[config.mk]
export PLATFORM = sky130hd
export DESIGN_NAME = servant_ram_loader
export DESIGN_NICKNAME = d
export VERILOG_FILES = /design/src/rtl/servant_loader_pkg.sv /design/src/rtl/servant_uart_rx.sv /design/src/rtl/servant_ram_loader.sv
export SDC_FILE = /design/constraint.sdc
export NUM_CORES = 1
export LEC_CHECK = 0
export BUFFER_PORTS_ARGS = -buffer_cell sky130_fd_sc_hd__buf_4
export CORE_MARGIN = 2
export CORE_UTILIZATION = 30
export CTS_BUF_LIST = sky130_fd_sc_hd__clkbuf_4
export DETAILED_ROUTE_END_ITERATION = 16
export GPL_ROUTABILITY_DRIVEN = 0
export HOLD_SLACK_MARGIN = 0.06
export PLACE_DENSITY = 0.5
export SLEW_MARGIN = 20
export SYNTH_ARGS = -nofsm -noshare
export SYNTH_HDL_FRONTEND = slang
export SYNTH_HIERARCHICAL = 1
export SYNTH_SLANG_ARGS = --single-unit
[constraint.sdc]
create_clock -name i_wb_clk -period 2.7 [get_ports i_wb_clk]
set_input_delay 0.54 -clock i_wb_clk [delete_from_list [all_inputs] [get_ports i_wb_clk]]
set_output_delay 0.54 -clock i_wb_clk [all_outputs]
set_load 0.02 [all_outputs]
[src/rtl/servant_loader_pkg.sv]
// Shared encodings for the servant RAM loader and its serial receiver.
package servant_loader_pkg;

    typedef enum logic [2:0] {
        ST_LEN   = 3'd0,
        ST_LOAD  = 3'd1,
        ST_CHECK = 3'd2,
        ST_DONE  = 3'd3,
        ST_ERR   = 3'd4
    } ldr_state_e;

    typedef enum logic [1:0] {
        RX_IDLE  = 2'd0,
        RX_START = 2'd1,
        RX_DATA  = 2'd2,
        RX_STOP  = 2'd3
    } rx_state_e;

    localparam int LEN_BYTES      = 4;
    localparam int BYTES_PER_WORD = 4;

endpackage

[src/rtl/servant_uart_rx.sv]
// 8N1 receiver: 2-flop synchroniser, mid-bit sampling, one-cycle byte valid
// and framing-error pulses.
module servant_uart_rx
    import servant_loader_pkg::*;
#(
    parameter int CLKS_PER_BIT = 16
) (
    input  logic       clk_i,
    input  logic       rst_i,
    input  logic       rx_i,
    output logic [7:0] data_o,
    output logic       valid_o,
    output logic       ferr_o
);

    localparam int CW = $clog2(CLKS_PER_BIT);

    rx_state_e   state_q, state_d;
    logic [1:0]  sync_q;
    logic        prev_q;
    logic [CW-1:0] cnt_q, cnt_d;
    logic [2:0]  bit_q, bit_d;
    logic [7:0]  sh_q, sh_d;
    logic        rx_s;

    assign rx_s   = sync_q[1];
    assign data_o = sh_q;

    always_ff @(posedge clk_i) begin
        if (rst_i) begin
            sync_q  <= 2'b11;
            prev_q  <= 1'b1;
            state_q <= RX_IDLE;
            cnt_q   <= '0;
            bit_q   <= '0;
            sh_q    <= '0;
        end else begin
            sync_q  <= {sync_q[0], rx_i};
            prev_q  <= rx_s;
            state_q <= state_d;
            cnt_q   <= cnt_d;
            bit_q   <= bit_d;
            sh_q    <= sh_d;
        end
    end

    always_comb begin
        state_d = state_q;
        cnt_d   = cnt_q;
        bit_d   = bit_q;
        sh_d    = sh_q;
        valid_o = 1'b0;
        ferr_o  = 1'b0;
        unique case (state_q)
            RX_IDLE: begin
                if (prev_q && !rx_s) begin
                    state_d = RX_START;
                    cnt_d   = '0;
                end
            end
            RX_START: begin
                // A line that is high again at mid start bit was only a glitch.
                if (cnt_q == CW'(CLKS_PER_BIT/2 - 1)) begin
                    cnt_d   = '0;
                    bit_d   = '0;
                    state_d = rx_s ? RX_IDLE : RX_DATA;
                end else begin
                    cnt_d = cnt_q + 1'b1;
                end
            end
            RX_DATA: begin
                if (cnt_q == CW'(CLKS_PER_BIT - 1)) begin
                    cnt_d = '0;
                    sh_d  = {rx_s, sh_q[7:1]};
                    bit_d = bit_q + 1'b1;
                    if (bit_q == 3'd7) state_d = RX_STOP;
                end else begin
                    cnt_d = cnt_q + 1'b1;
                end
            end
            RX_STOP: begin
                if (cnt_q == CW'(CLKS_PER_BIT - 1)) begin
                    cnt_d   = '0;
                    state_d = RX_IDLE;
                    valid_o = rx_s;
                    ferr_o  = !rx_s;
                end else begin
                    cnt_d = cnt_q + 1'b1;
                end
            end
            default: state_d = RX_IDLE;
        endcase
    end

endmodule

[src/rtl/servant_ram_loader.sv]
// Boot loader: serial image -> Wishbone word writes, CPU held in reset until done.
// Define SERVANT_LOADER_CHECKSUM_EN to require a trailing XOR checksum byte.
module servant_ram_loader
    import servant_loader_pkg::*;
#(
    parameter int depth        = 256,
    parameter int aw           = $clog2(depth),
    parameter int clks_per_bit = 16
) (
    input  logic          i_wb_clk,
    input  logic          i_wb_rst,
    input  logic          i_rx,
    output logic [aw-1:2] o_wb_adr,
    output logic [31:0]   o_wb_dat,
    output logic [3:0]    o_wb_sel,
    output logic          o_wb_we,
    output logic          o_wb_cyc,
    input  logic          i_wb_ack,
    output logic          o_cpu_rst,
    output logic          o_done,
    output logic          o_err
);

    localparam logic [31:0] MAX_WORDS = 32'(depth / 4);
`ifdef SERVANT_LOADER_CHECKSUM_EN
    localparam ldr_state_e POST_ST = ST_CHECK;
`else
    localparam ldr_state_e POST_ST = ST_DONE;
`endif

    ldr_state_e    state_q, state_d;
    logic [1:0]    bcnt_q, bcnt_d;
    logic [31:0]   len_q, len_d, len_nxt;
    logic [31:0]   word_q, word_d, word_nxt;
    logic [31:0]   dat_q, dat_d;
    logic [aw-3:0] wadr_q, wadr_d;
    logic          cyc_q, cyc_d;
    logic          last_word;
`ifdef SERVANT_LOADER_CHECKSUM_EN
    logic [7:0]    csum_q, csum_d;
`endif

    logic [7:0] rx_byte;
    logic       rx_vld, rx_ferr;

    servant_uart_rx #(.CLKS_PER_BIT(clks_per_bit)) u_rx (
        .clk_i   (i_wb_clk),
        .rst_i   (i_wb_rst),
        .rx_i    (i_rx),
        .data_o  (rx_byte),
        .valid_o (rx_vld),
        .ferr_o  (rx_ferr)
    );

    assign len_nxt   = {rx_byte, len_q[31:8]};
    assign word_nxt  = {rx_byte, word_q[31:8]};
    assign last_word = (32'(wadr_q) + 32'd1) == len_q;

    always_ff @(posedge i_wb_clk) begin
        if (i_wb_rst) begin
            state_q <= ST_LEN;
            bcnt_q  <= '0;
            len_q   <= '0;
            word_q  <= '0;
            dat_q   <= '0;
            wadr_q  <= '0;
            cyc_q   <= 1'b0;
`ifdef SERVANT_LOADER_CHECKSUM_EN
            csum_q  <= '0;
`endif
        end else begin
            state_q <= state_d;
            bcnt_q  <= bcnt_d;
            len_q   <= len_d;
            word_q  <= word_d;
            dat_q   <= dat_d;
            wadr_q  <= wadr_d;
            cyc_q   <= cyc_d;
`ifdef SERVANT_LOADER_CHECKSUM_EN
            csum_q  <= csum_d;
`endif
        end
    end

    always_comb begin
        state_d = state_q;
        bcnt_d  = bcnt_q;
        len_d   = len_q;
        word_d  = word_q;
        dat_d   = dat_q;
        wadr_d  = wadr_q;
        cyc_d   = cyc_q;
`ifdef SERVANT_LOADER_CHECKSUM_EN
        csum_d  = csum_q;
`endif
        unique case (state_q)
            ST_LEN: begin
                if (rx_ferr) begin
                    state_d = ST_ERR;
                end else if (rx_vld) begin
                    len_d  = len_nxt;
                    bcnt_d = bcnt_q + 2'd1;
                    if (bcnt_q == 2'(LEN_BYTES - 1)) begin
                        if (len_nxt > MAX_WORDS)  state_d = ST_ERR;
                        else if (len_nxt == '0)   state_d = POST_ST;
                        else                      state_d = ST_LOAD;
                    end
                end
            end
            ST_LOAD: begin
                // A byte takes far longer than a write, so no byte arrives while cyc is up.
                if (cyc_q) begin
                    if (i_wb_ack) begin
                        cyc_d  = 1'b0;
                        wadr_d = wadr_q + (aw-2)'(1);
                        if (last_word) state_d = POST_ST;
                    end
                end else if (rx_ferr) begin
                    state_d = ST_ERR;
                end else if (rx_vld) begin
                    word_d = word_nxt;
                    bcnt_d = bcnt_q + 2'd1;
`ifdef SERVANT_LOADER_CHECKSUM_EN
                    csum_d = csum_q ^ rx_byte;
`endif
                    if (bcnt_q == 2'(BYTES_PER_WORD - 1)) begin
                        cyc_d = 1'b1;
                        dat_d = word_nxt;
                    end
                end
            end
`ifdef SERVANT_LOADER_CHECKSUM_EN
            ST_CHECK: begin
                if (rx_ferr)     state_d = ST_ERR;
                else if (rx_vld) state_d = (rx_byte == csum_q) ? ST_DONE : ST_ERR;
            end
`endif
            default: ;
        endcase
    end

    assign o_wb_adr  = wadr_q;
    assign o_wb_dat  = dat_q;
    assign o_wb_sel  = cyc_q ? 4'hF : 4'h0;
    assign o_wb_we   = cyc_q;
    assign o_wb_cyc  = cyc_q;
    assign o_cpu_rst = (state_q != ST_DONE);
    assign o_done    = (state_q == ST_DONE);
    assign o_err     = (state_q == ST_ERR);

endmodule

* After elaboration in Yosys (flattened, before gate mapping)
Cells that the tools add are included.
** Storage, ports and cells
- Flip-flop bits (word level) :: 128
- Input bits :: 4
- Logic and storage cells :: 99
** Cells by class
- Add/sub/neg operators :: 5
- Magnitude comparators :: 1
- Eq/ne operators :: 23
- Multiplexer cells :: 38
- Bitwise logic cells :: 2
- Reductions and logical operators :: 17
** Operators by type and width (count)
- 7-bit by 32-bit equality test with 1-bit output :: 1
- 32-bit by 7-bit greater-than comparator with 1-bit output (second input constant) :: 1
- 32-bit logical NOT :: 1
- 3-bit 2-to-1 mux :: 10
- 2-bit 2-to-1 mux :: 10
- 4-bit 2-to-1 mux :: 4
- 3-bit != test (second input constant) :: 5
- 3-bit case mux with 2 select lines :: 2
- 4-bit case mux with 3 select lines :: 1
- 2-bit by 1-bit != test with 1-bit output (second input constant) :: 5
- 5-bit AND reduction :: 2
- 1-bit 2-to-1 mux :: 9
- 3-bit AND reduction :: 3
- 2-bit case mux with 4 select lines :: 1
- 6-bit by 1-bit adder with 7-bit output (second input constant) :: 1
- 6-bit by 1-bit adder with 6-bit output (second input constant) :: 1
- 2-bit equality test (second input constant) :: 3
- 3-bit equality test (second input constant) :: 2
- 6-bit AND reduction :: 1
- 4-bit by 1-bit adder with 4-bit output (second input constant) :: 1
- 4-bit by 3-bit equality test with 1-bit output (second input constant) :: 1
- 4-bit equality test (second input constant) :: 1
- 2-bit case mux with 2 select lines :: 1
- 2-bit AND reduction :: 2
- other kinds (15) :: 17

* Logic depth before layout (Yosys ltp)
- Depth after elaboration :: 7
- Gate-level depth with buffers :: 10
- Gate-level depth less buffers :: 8

* By module
Netlist, hierarchy kept.
** Modules (own cells, without submodules)
- servant_ram_loader :: times used 1, cells each 499, area each 3930.0 µm²
- servant_uart_rx :: times used 1, cells each 90, area each 865.8 µm²

* Least setup slack after synthesis
Ideal clock, no wire load.
- Kind :: register to register
- From :: reg u_rx.cnt_q[0]
- To :: reg len_q[0]
- Arrival :: 2.036 ns
- Path slack :: 0.532 ns
- Cell stages (with the launch flop) :: 10
- Clock period less this slack :: 2.168 ns
- Cell sequence :: dfxtp_1 -> ha_1 -> nand3_1 -> nor3_1 -> nand2b_1 -> or4_1 -> clkbuf_1 -> clkbuf_1 -> nand2_1 -> a21oi_1
** On the way
- Elaborated cells between the ends (all ways) :: 7
- Those cells by class :: eq/ne (1); mux (4); bitwise (1); reduce/logical (1)
** RTL lines
- start: declaration :: line servant_uart_rx.sv:21 : logic [CW-1:0] cnt_q, cnt_d;
- start signal: assignment :: line servant_uart_rx.sv:41 : cnt_q <= cnt_d;
- 4-bit equality test :: line servant_uart_rx.sv:82 : if (cnt_q == CW'(CLKS_PER_BIT - 1)) begin
- 1-bit 2-to-1 mux :: line servant_uart_rx.sv:82
- 1-bit 2-to-1 mux :: line servant_uart_rx.sv:54 : unique case (state_q)
- named net rx_vld :: line servant_ram_loader.sv:44 : logic rx_vld, rx_ferr;
- 3-bit AND reduction (no source line)
- end signal: assignment :: line servant_ram_loader.sv:74 : len_q <= len_d;
- end: declaration :: line servant_ram_loader.sv:33 : logic [31:0] len_q, len_d, len_nxt;
The timed path passes the listed nets, and every way through them passes these cells.
A chain may end at the register's enable or synchronous reset.

* Final worst setup path
- From :: reg u_rx.cnt_q[0]
- To :: reg len_q[12]
Same word-level chain as after synthesis.

==> reports/results.tsv <==
stage	metric	value	unit
status	status	completed	
cells_and_area	syn2layout_area_growth	16.0	%
yosys	synthFlopType	dfxtp_1	
power	pwr_density_cell	524	nW/um^2
timing	maxSlewHeadroom	0.520	
place	dp_hpwl	7.22	mm
yosys	yosysWarnings	6	
place	io_buffers	50	
clock_tree	cts.sinks	120	
timing	max_freq	407	MHz
timing	whs	0.211	ns
clock_tree	root_buffer	clkbuf_4	
drt	drt-pass1-iter-count	4	
critical_path	cp.arrival	2.81	ns
critical_path	path_buf_inv	1	
timing	drv_slew	0	
drt	wl_per_cell	12.6	um
critical_path	critPathLaunch	u_rx/cnt_q[0]	
critical_path	setup.worst_path.end	len_q[12]	
die	die_h	130	um
critical_path	cp.depth	8	
cells_and_area	utilization	0.353	
clock_tree	cts_buffers	17	
cells_and_area	diodes	0	
die	ioPinCount	51	
timing	fin_crit	2.45	ns
power	ir_worst_vdd	297	uV
drt	drc	0	
clock_tree	clk_pin_slew	0.11	ns
cells_and_area	final_common_cell	nand2_1	
drt	drtIter0Drc	230	
power	internal_power	2.24	mW
yosys	netlist_instances	589	
yosys	synth_edf_count	0	
power	sw_frac_of_total	0.233	
power	p_clk_frac	0.375	
timing	hold_viol	0	
yosys	synth_seq_area_share	0.501	
die	die_area	17000	sq um
place	dp_cells	824	
drt	ant_nets	0	
worst_hold_path	hp-class	in -> reg	
critical_path	r2r_cells	8	
critical_path	start_kind	flop	
critical_path	reg2reg_setup_slack	0.25	ns
cells_and_area	drive_above_1_share	0.158	
power	pwr-share-seq	0.609	
timing	fin_worst_skew	0.0151	ns
timing	tightest_slew	0.720	ns
timing	rsz0062_at_grt	no	
yosys	netlist_area	4800	sq um
place	dpl-instance-area	5320	sq um
grt	grt_pass1_vias	3650	
yosys	syn-num-nets	598	
grt	antenna_found_initial	0	
yosys	async_flop_share	0	
cells_and_area	post-route-cell-area	5560	sq um
clock_tree	clockBufferDepth	2	
job	maxCapViolCount	0	
yosys	ys_ff_latch	120	
die	start_util	0.304	
critical_path	path_cells	ha_1 > nand3_1 > nor3_2 > nand2b_1 > or4_1 > buf_4 > nand2_1 > a21oi_1	
drt	avgViaCountPerCell	4.66	
power	power	2.92	mW
timing	period_share	0.909	
critical_path	worstReg2RegStart	u_rx/cnt_q[0]	
grt	grt_max_degree	71	
critical_path	crit_type	reg -> reg	
yosys	postSynthAreaPerCell	8.14	sq um
drt	drt-total-wl	10.8	mm
critical_path	cp_slowest_stage_delay	0.43	ns
cells_and_area	mostFrequentLayoutCells	nand2_1 (179), dfxtp_1 (120), a21oi_1 (98), buf_4 (59), nor2_1 (26)	
clock_tree	cts_hold_buffers	0	
die	die_w	130	um
drt	vias	3991	
timing	finalSetupViolCount	0	
die	core_region_area	15800	sq um
grt	grt_pass1_wl	17.5	mm
die	rows	46	
clock_tree	insertion_delay	0.50	ns
cells_and_area	stdcell_count	856	
grt	grt_usage	0.131	
critical_path	cp.required	3.05	ns
yosys	ys_types	51	
worst_hold_path	whs_path_depth	2	
critical_path	slowest_stage	dfxtp_1	
place	place_ws	0.132	ns
critical_path	cp-end-kind	flop	
clock_tree	htreeDepth	4	
critical_path	worstPathMaxFanout	32	
grt	grt_overflow	0	
clock_tree	cts_tree	built	
timing	fin_ws	0.246	ns
cells_and_area	num-nets-final	636	
power	leakage	1.94	nW
critical_path	regToRegEndpoint	len_q[12]	
power	p_comb_frac	0.016	
critical_path	critical-path-top-delay-family	simple AND/OR/NAND/NOR gates	
timing	tns	0	ns
power	p_switching	0.681	mW
power by group through the flow:
stage                     clock network (mW)  logic [mW]  registers, mW
after detailed placement                   0      0.0467           1.82
after CTS                               1.14      0.0467           1.78
final                                   1.09      0.0466           1.78
after global routing                    1.22      0.0521           1.78
after floorplan                            0      0.0337           1.82
after global placement                     0      0.0463           1.82
routing by layer:
metal,share of wire,GRT usage,wire [um],vias to the layer above
li1,-,-,-,2069
met1,0.50,0.178,5450,1847
met2,0.44,0.195,4800,66
met3,0.041,0.0448,438,9
met4,0.011,0.0476,114,0
met5,0,0,0,-
cells in the mapped netlist (2+ instances only):
cell       count  area (sq um)
nand3b_1       4          30.0
clkbuf_1      25          93.8
nor4_1         6          37.5
and2_1         3          18.8
o21ai_0        6          30.0
nand3_1        7          35.0
xnor2_1        6          52.6
a21oi_1       98           490
a221oi_1       2          17.5
buf_2          5          25.0
nor2_1        26          97.6
nand4bb_1      2          22.5
buf_6          4          45.0
nand2_1      179           672
ha_1           5          62.6
nor3_1         9          45.0
nand4_1        5          31.3
nand4b_1       2          17.5
inv_1         10          37.5
xor2_1         6          52.6
or2_2          4          25.0
a211oi_1       4          30.0
a21o_1         3          22.5
or3_1          4          25.0
or4_1          3          22.5
mux2i_1       12           120
buf_4          6          45.0
dfxtp_1      120          2400
cell type report:
type / instances / area [sq um]
repair buffers: 60 / 463
multi-input cells: 418 / 2160
well taps: 216 / 270
inverters: 10 / 37.5
fillers: 1692 / 10200
clock buffers: 19 / 143
flip-flops and latches: 120 / 2400
clock inverters: 13 / 87.6
worst min path at each step:
stage	startpoint	endpoint	slack, ns
floorplan	u_rx/sync_q[0]	u_rx/sync_q[1]	0.39
global placement	u_rx/sync_q[0]	u_rx/sync_q[1]	0.39
detailed placement	u_rx/sync_q[0]	u_rx/sync_q[1]	0.39
CTS	i_rx	u_rx/sync_q[0]	0.15
global route	i_rx	u_rx/sync_q[0]	0.14
finish	i_rx	u_rx/sync_q[0]	0.21
flip-flops by register name, indices dropped and copies added (netlist names), named ones only:
register,cells
state_q,3
bcnt_q,2
u_rx/prev_q,1
u_rx/sync_q,2
u_rx/data_o,8
o_wb_adr,6
u_rx/cnt_q,4
o_wb_cyc,1
o_wb_dat,32
u_rx/bit_q,3
len_q,32
u_rx/state_q,1
word_q,24
cells by family after synthesis:
group                    after synthesis  synth area share
XOR/XNOR                              12            0.0219
buffers and inverters                 51            0.0522
adder cells (fa/ha/maj)                5            0.0130
flip-flops                           120             0.501
AO/OA/AOI/OAI                        126             0.145
multiplexers                          12            0.0250
AND/OR/NAND/NOR                      263             0.242
repair_timing:
action | in CTS | in global routing
setup buffers | 0 | 0
endpoints found under the setup margin | 0 | 90
resized for setup | 0 | 2
No activity file was read; power rests on OpenSTA's default activity.
